## config.mk

```make
export PLATFORM = sky130hd
export DESIGN_NAME = alu_share_arbiter
export DESIGN_NICKNAME = d
export VERILOG_FILES = /design/src/rtl/alu_share_pkg.sv /design/src/rtl/alu_share_arbiter_rr_arb2.sv /design/src/rtl/alu_share_arbiter.sv
export SDC_FILE = /design/constraint.sdc
export NUM_CORES = 1
export LEC_CHECK = 0
export CAP_MARGIN = 40
export CORE_ASPECT_RATIO = 1.1
export CORE_UTILIZATION = 36
export CTS_CLUSTER_SIZE = 40
export DETAILED_ROUTE_END_ITERATION = 12
export HOLD_SLACK_MARGIN = 0.02
export PLACE_DENSITY = 0.81
export SYNTH_ARGS = -nofsm -noshare
export SYNTH_HDL_FRONTEND = slang
export SYNTH_HIERARCHICAL = 1
export SYNTH_SLANG_ARGS = --single-unit
```

## constraint.sdc

```tcl
create_clock -name clk -period 1.9 [get_ports clk]
set_clock_uncertainty 0.15 [all_clocks]
set_input_delay 0.19 -clock clk [delete_from_list [all_inputs] [get_ports clk]]
set_output_delay 0.19 -clock clk [all_outputs]
set_load 0.01 [all_outputs]
```

## src/rtl/alu_share_pkg.sv

```systemverilog
// Shared constants for the ALU share arbiter: ALU op codes, NZCV flag positions, FSM states.
// Definitions only; carries no logic, latency or flow-control behaviour.
package alu_share_pkg;

   localparam logic [3:0] ALU_ADD = 4'b0000;
   localparam logic [3:0] ALU_SUB = 4'b0001;
   localparam logic [3:0] ALU_AND = 4'b0111;
   localparam logic [3:0] ALU_XOR = 4'b1001;

   localparam int FLAG_N = 3;
   localparam int FLAG_Z = 2;
   localparam int FLAG_C = 1;
   localparam int FLAG_V = 0;

   typedef enum logic [1:0] {
      IDLE,
      EXEC,
      RESP
   } state_t;

endpackage

```

## src/rtl/alu_share_arbiter_rr_arb2.sv

```systemverilog
// Two-way round-robin grant; purely combinational (zero latency).
// No backpressure of its own; prio = 0 favours valid0 when both request.
module rr_arb2 (
   input  logic       valid0,
   input  logic       valid1,
   input  logic       prio,
   output logic [1:0] grant
);

   always_comb begin
      grant    = 2'b00;
      grant[0] = valid0 & (~valid1 | ~prio);
      grant[1] = valid1 & (~valid0 | prio);
   end

endmodule

```

## src/rtl/alu_share_arbiter.sv

```systemverilog
// Shares one combinational ALU between two requesters; result registered ALU_LATENCY cycles after accept.
// One op in flight: no request is accepted until the owner's response handshake completes.
module alu_share_arbiter
   import alu_share_pkg::*;
#(
   parameter int WIDTH       = 32,
   parameter int ALU_LATENCY = 1
) (
   input  logic             clk,
   input  logic             rst,
   input  logic             req0_valid,
   input  logic             req1_valid,
   output logic             req0_ready,
   output logic             req1_ready,
   input  logic [3:0]       req0_op,
   input  logic [3:0]       req1_op,
   input  logic [WIDTH-1:0] req0_a,
   input  logic [WIDTH-1:0] req0_b,
   input  logic [WIDTH-1:0] req1_a,
   input  logic [WIDTH-1:0] req1_b,
   output logic             rsp0_valid,
   output logic             rsp1_valid,
   input  logic             rsp0_ready,
   input  logic             rsp1_ready,
   output logic [WIDTH-1:0] rsp_result,
   output logic [3:0]       rsp_flags,
   output logic [3:0]       alu_ctrl,
   output logic [WIDTH-1:0] alu_a,
   output logic [WIDTH-1:0] alu_b,
   input  logic [WIDTH-1:0] alu_result,
   input  logic [3:0]       alu_flags
);

   localparam logic [3:0] LAT_INIT = 4'(ALU_LATENCY - 1);

   state_t           state_q, state_nxt;
   logic             prio_q;
   logic             owner_q;
   logic [3:0]       cnt_q;
   logic [3:0]       op_q;
   logic [WIDTH-1:0] a_q, b_q;
   logic [1:0]       gnt;

   rr_arb2 u_arb (
      .valid0 (req0_valid),
      .valid1 (req1_valid),
      .prio   (prio_q),
      .grant  (gnt)
   );

   always_comb begin
      state_nxt  = state_q;
      req0_ready = 1'b0;
      req1_ready = 1'b0;
      rsp0_valid = 1'b0;
      rsp1_valid = 1'b0;
      alu_ctrl   = ALU_ADD;
      alu_a      = '0;
      alu_b      = '0;
      case (state_q)
         IDLE: begin
            // grant is only ever set for a requester whose valid is high
            req0_ready = gnt[0];
            req1_ready = gnt[1];
            if (|gnt) state_nxt = EXEC;
         end
         EXEC: begin
            alu_ctrl = op_q;
            alu_a    = a_q;
            alu_b    = b_q;
            if (cnt_q == 4'd0) state_nxt = RESP;
         end
         RESP: begin
            rsp0_valid = ~owner_q;
            rsp1_valid = owner_q;
            if (owner_q ? rsp1_ready : rsp0_ready) state_nxt = IDLE;
         end
         default: state_nxt = IDLE;
      endcase
   end

   always_ff @(posedge clk) begin
      if (rst) begin
         state_q    <= IDLE;
         prio_q     <= 1'b0;
         owner_q    <= 1'b0;
         cnt_q      <= 4'd0;
         op_q       <= 4'd0;
         a_q        <= '0;
         b_q        <= '0;
         rsp_result <= '0;
         rsp_flags  <= 4'd0;
      end else begin
         state_q <= state_nxt;
         case (state_q)
            IDLE: begin
               if (|gnt) begin
                  owner_q <= gnt[1];
                  op_q    <= gnt[1] ? req1_op : req0_op;
                  a_q     <= gnt[1] ? req1_a  : req0_a;
                  b_q     <= gnt[1] ? req1_b  : req0_b;
                  cnt_q   <= LAT_INIT;
               end
            end
            EXEC: begin
               if (cnt_q != 4'd0) begin
                  cnt_q <= cnt_q - 4'd1;
               end else begin
                  rsp_result <= alu_result;
                  rsp_flags  <= alu_flags;
               end
            end
            RESP: begin
               if (state_nxt == IDLE) prio_q <= ~owner_q;
            end
            default: ;
         endcase
      end
   end

endmodule

```

======== After elaboration in Yosys (flattened, before gate mapping) ========
Index checks and enable logic that the tools add are counted.
word-level totals
  ROM bits ................................ 0
  flip-flop bits (word level) ............. 112
  logic and storage cells ................. 51
  latch bits .............................. 0
  memory bits (writable) .................. 0
  input bits .............................. 178
  output and inout port bits .............. 108
  memories ................................ 0
cells by class
  bitwise gates (word level) .............. 9
  reduce and logical (&&, ||, !) cells .... 10
  div/mod/pow operators ................... 0
  shift-type cells ........................ 0
  add/subtract/negate cells ............... 1
  magnitude comparators ................... 0
  eq/ne operators ......................... 4
  $mul .................................... 0
  muxes and demuxes ....................... 18
operators with widths
  operator                                                               number
  32-bit 2-to-1 mux                                                      4
  4-bit 2-to-1 mux                                                       4
  4-bit case mux with 2 select lines                                     1
  2-bit 2-to-1 mux                                                       3
  2-bit case mux with 3 select lines                                     1
  2-bit AND reduction                                                    3
  1-bit 2-to-1 mux                                                       5
  1-bit NOT                                                              5
  2-bit zero test                                                        2
  4-bit zero test                                                        1
  2-bit inequality test, second input constant                           2
  4-bit nonzero test                                                     1
  4-bit by 1-bit subtractor with 4-bit output, second input constant     1
  3-bit AND reduction                                                    1
  1-bit AND                                                              2
  2-bit by 1-bit equality test with 1-bit output, second input constant  1
  2-bit equality test, second input constant                             1
  1-bit bitwise OR                                                       2
  2-bit nonzero test                                                     1
  2-bit OR reduction                                                     1

======== Longest topological paths before layout ========
  word-level depth ........................ 8
  depth in mapped cells ................... 10

======== Cells and area by module ========
Netlist, hierarchy kept.
modules (own cells, without submodules)
  module             seq. area each (um2)  cells an instance  instances  area an instance (um2)
  alu_share_arbiter  2242.2                609                1          5460.2
  rr_arb2            0.0                   3                  1          18.8

======== Worst setup path after synthesis ========
OpenSTA, ideal clock, no wires.
  kind .................................... register to register
  start ................................... register prio_q
  end ..................................... register a_q[21]
  path slack .............................. 0.084 ns
  cell stages (with the launch flop) ...... 11
  arrival ................................. 1.585 ns
  cell sequence ........................... dfxtp_1 > inv_1 > a21boi_1 > buf_2 > or2_1 > buf_6 > and2_1 > clkbuf_1 > buf_6 > buf_6 > a211oi_2
RTL lines
  element                        line                             source
  from (decl)                    alu_share_arbiter.sv:37          logic prio_q;
  from (signal assigned)         alu_share_arbiter.sv:114         if (state_nxt == IDLE) prio_q <= ~owner_q;
  1-bit bitwise OR *             alu_share_arbiter_rr_arb2.sv:13  grant[1] = valid1 & (~valid0 | prio);
  1-bit AND *                    alu_share_arbiter_rr_arb2.sv:13
  named net gnt[1]               alu_share_arbiter.sv:42          logic [1:0] gnt;
  2-bit OR reduction             alu_share_arbiter.sv:97          if (|gnt) begin
  2-bit AND reduction (no line)  -
  to (signal assigned)           alu_share_arbiter.sv:100         a_q <= gnt[1] ? req1_a : req0_a;
  to (decl)                      alu_share_arbiter.sv:41          logic [WIDTH-1:0] a_q, b_q;
Mark *: on every way through the listed nets, which the timed path passes. The rest lies on a longest branch.
A chain may end at the register's enable or synchronous reset.

======== Final worst setup path ========
  start ................................... register state_q[0]
  end ..................................... output alu_a[16]
between the ends
  cells in the longest elaborated chain, start to end .. 2
RTL lines
  element                                         line                     source
  from (decl)                                     alu_share_arbiter.sv:36  state_t state_q, state_nxt;
  from (signal assigned)                          alu_share_arbiter.sv:94  state_q <= state_nxt;
  2-bit by 1-bit equality test with 1-bit output  alu_share_arbiter.sv:60  case (state_q)
  32-bit 2-to-1 mux                               alu_share_arbiter.sv:60
  to (decl)                                       alu_share_arbiter.sv:28  output logic [WIDTH-1:0] alu_a,
Every way passes these cells.

==> impl_results.md <==
* Status: finished clean
* Fill cells at 1,325
* Skew-Pair Late Insertion Delay at 0.35 ns
* Lkg Pwr at 3.42 nW
* Mapped Avg Cell Area at 8.95 um^2
* GRT Util Overall at 0.223
* Htree depth at 3
* Sequential cell area at 2240 um^2
* Reg2reg path depth at 6
* PortBufs at about 290
* Relative slew slack at 0.785
* Diode count at 0
* Max-slew violation count at 0
* Mapped cell area at 5480 um^2
* Area of the multi-input gates at 2960 um^2
* RSZ-0062 raised after global routing: yes
* Area grow syn2layout at 60.2%
* Clk buf depth at 2
* Placer Congestion at 0.772
* Vias per cell at 5.20
* Post-Syn Instances at roughly 610
* Asr flop ratio synth at 0
* CTS clk-pin slew, worst paths at 0.08 ns
* Total core area at 14,600 um^2
* Worst hold path type: input port to flop
* Worst R2R End: b_q[5]
* CTS buffer count at 9
* Largest area contributor in the netlist: dfxtp_1
* Final Hold Violating Endpoints at 0
* Number of synthesized flops with an enable pin at 0
* Die Width at 120 um
* Post-synth top area share at 0.409
* Crit end category: output port
* Data required, critical path at 1.56 ns
* Post-route DRC violation count at 0
* Crit path arrival time at 1.53 ns
* Final Power at 6.91 mW
* Root buf cell: clkbuf_16
* Total gr overflow at 0
* Sequential area share after synthesis at 0.409
* Total Routed Length at 17.7 mm
* Maximum clock frequency at 535 MHz
* Tmin final at 1.87 ns
* Register bit total from synthesis at 112
* Worst Setup SP: state_q[0]
* Die Height at approximately 130 um
* Nets at 1,059
* Initial core utilization at 0.375
* Largest net degree at the start of global routing at 63
* Reg2reg start: prio_q
* Post-route ant nets at 0
* Count of boundary I/O pins at 286
* Layout cells sized above 1 at 0.170
* Drt initial violations at around 250
* Post-Syn Nets at between 700 and 800
* Critical path endpoint: alu_a[16]
* Reg2Reg Setup Slack at ~0.05 ns
* Setup_tns at 0 ns
* DRT Pass-1 Iters at 4
* Initial antenna violation count at 0
* Post-Place Worst Slack at -0.222 ns
* Power Density at between 700 and 800 nW/um^2
* Setup crit start kind: flop
* Dominant cells by area after synthesis: dfxtp_1, mux2i_1, a21oi_1
* Via count at 5,593
* Vias in the first global route at roughly 5,600
* Crit Path Category: flop to output port
* Endpoints failing setup at 0
* Full die area at 15,700 um^2
* Ys flop type: dfxtp_1
* Final worst slack at 0.0310 ns
* Row cnt at 46
* Ys Warns at 6
* Wire per inst at 16.4 um
* Worst VDD drop at ~0.42 mV
* Part of the cycle the worst path needs at 0.984
* Maximum fanout along the worst path at 20
* DP HPWL at 12.6 mm
* Clock Sinks at 112
* First-pass GRT wire length at 28.1 mm
* TritonCTS clock tree: yes
* Least-Margin Pin Slew at 0.323 ns
* Max Cap Viol at 0
* Distinct cells, synth at 35
==> worst max-delay path, stage by stage, from the launching register on <==
cell             delay [ns]
dfxtp_1                0.33
nor2b_4                0.16
buf_4                  0.16
buf_12                 0.15
and2_1                 0.13
clkdlybuf4s15_1        0.24
==> per-stage QoR <==
step                      instance area [um^2]  hold slack [ns]  utilization  instances
after CTS                                 9010           0.0809        0.616       1074
after floorplan                           5480            0.188            -        612
after global routing                      8780            0.102        0.600       1075
after global placement                    8690            0.310        0.595       1056
final                                     8780           0.0861        0.600       1075
after detailed placement                  8690            0.316        0.595       1056
==> flip-flops by register name (all words and copies together), names as in the netlist <==
register / cells
cnt_q: 4
state_q: 2
b_q: 32
op_q: 4
a_q: 32
owner_q: 1
rsp_flags: 4
rsp_result: 32
prio_q: 1
==> layer usage <==
| metal | vias to the layer above | track usage | share of wire |
|---|---|---|---|
| met2 | 216 | 0.395 | 0.51 |
| met5 | - | 0 | 0 |
| met4 | 0 | 0.0944 | 0.027 |
| li1 | 2751 | - | - |
| met3 | 27 | 0.0469 | 0.069 |
| met1 | 2599 | 0.256 | 0.39 |
==> worst min-delay path by stage <==
stage / start / end / slack, ns / cells past startpoint
6_report: rst / a_q[16] / 0.09 / 2
3_3_place_gp: rsp_result[1] / rsp_result[1] / 0.31 / 2
3_5_place_dp: rsp_result[2] / rsp_result[2] / 0.32 / 2
5_1_grt: rst / a_q[16] / 0.10 / 2
2_1_floorplan: alu_flags[0] / rsp_flags[0] / 0.19 / 2
4_1_cts: rst / a_q[17] / 0.08 / 2
==> what timing repair did <==
action,in CTS,in global routing
resized for setup,117,95
buffers inserted,2,0
endpoints found under the setup margin,72,97
gates cloned,1,1
hold buffers,0,0
==> layout make-up <==
| type | instances | share of cell area |
|---|---|---|
| inverter | 4 | 0.00171 |
| tap | 192 | 0.0274 |
| clock inverter | 4 | 0.00599 |
| sequential | 112 | 0.256 |
| clock buffer | 11 | 0.0288 |
| timing repair buffer | 326 | 0.343 |
| multi-input combinational | 426 | 0.337 |
==> placed cells by master (no fill, tap or decap), types with 2 or more instances in the layout <==
master	count
clkdlybuf4s15_1	5
a21oi_1	108
buf_12	10
clkbuf_2	61
buf_6	2
buf_4	28
dfxtp_2	2
and3b_1	2
dlygate4sd2_1	4
ha_1	2
o21ai_0	10
nand3b_1	2
nand3_1	36
a221oi_1	2
clkdlybuf4s50_1	212
a211oi_1	48
and2_1	70
clkbuf_16	10
inv_1	3
mux2i_1	69
clkbuf_8	2
a211oi_2	20
or4_1	2
o21ba_1	2
dfxtp_1	110
o21ai_1	29
nand2_1	5
==> cells by family after synthesis <==
family / share of synthesized area
AOI/OAI and AO/OA: 0.261
and+or+nand+nor: 0.140
DFF: 0.409
buffers and inverters: 0.0594
muxes: 0.126
adders and majority gates: 0.00457
==> cell usage after synthesis, types with 3 or more instances <==
cell type,number
a211oi_1,48
a211oi_2,20
a21oi_1,108
and2_1,71
buf_2,14
buf_6,4
clkbuf_1,51
dfxtp_1,112
inv_1,3
mux2i_1,69
nand2_1,5
nand3_1,36
o21ai_0,10
o21ai_1,29
==> report_power, final <==
group	switching (mW)	leakage (nW)	total, mW	internal (mW)
registers	0.147	0.924	2.80	2.66
logic	1.03	2.34	2.16	1.13
clock network	0.859	0.152	1.95	1.09
total	2.04	3.42	6.91	4.88
(Power assumes the default switching activity.)
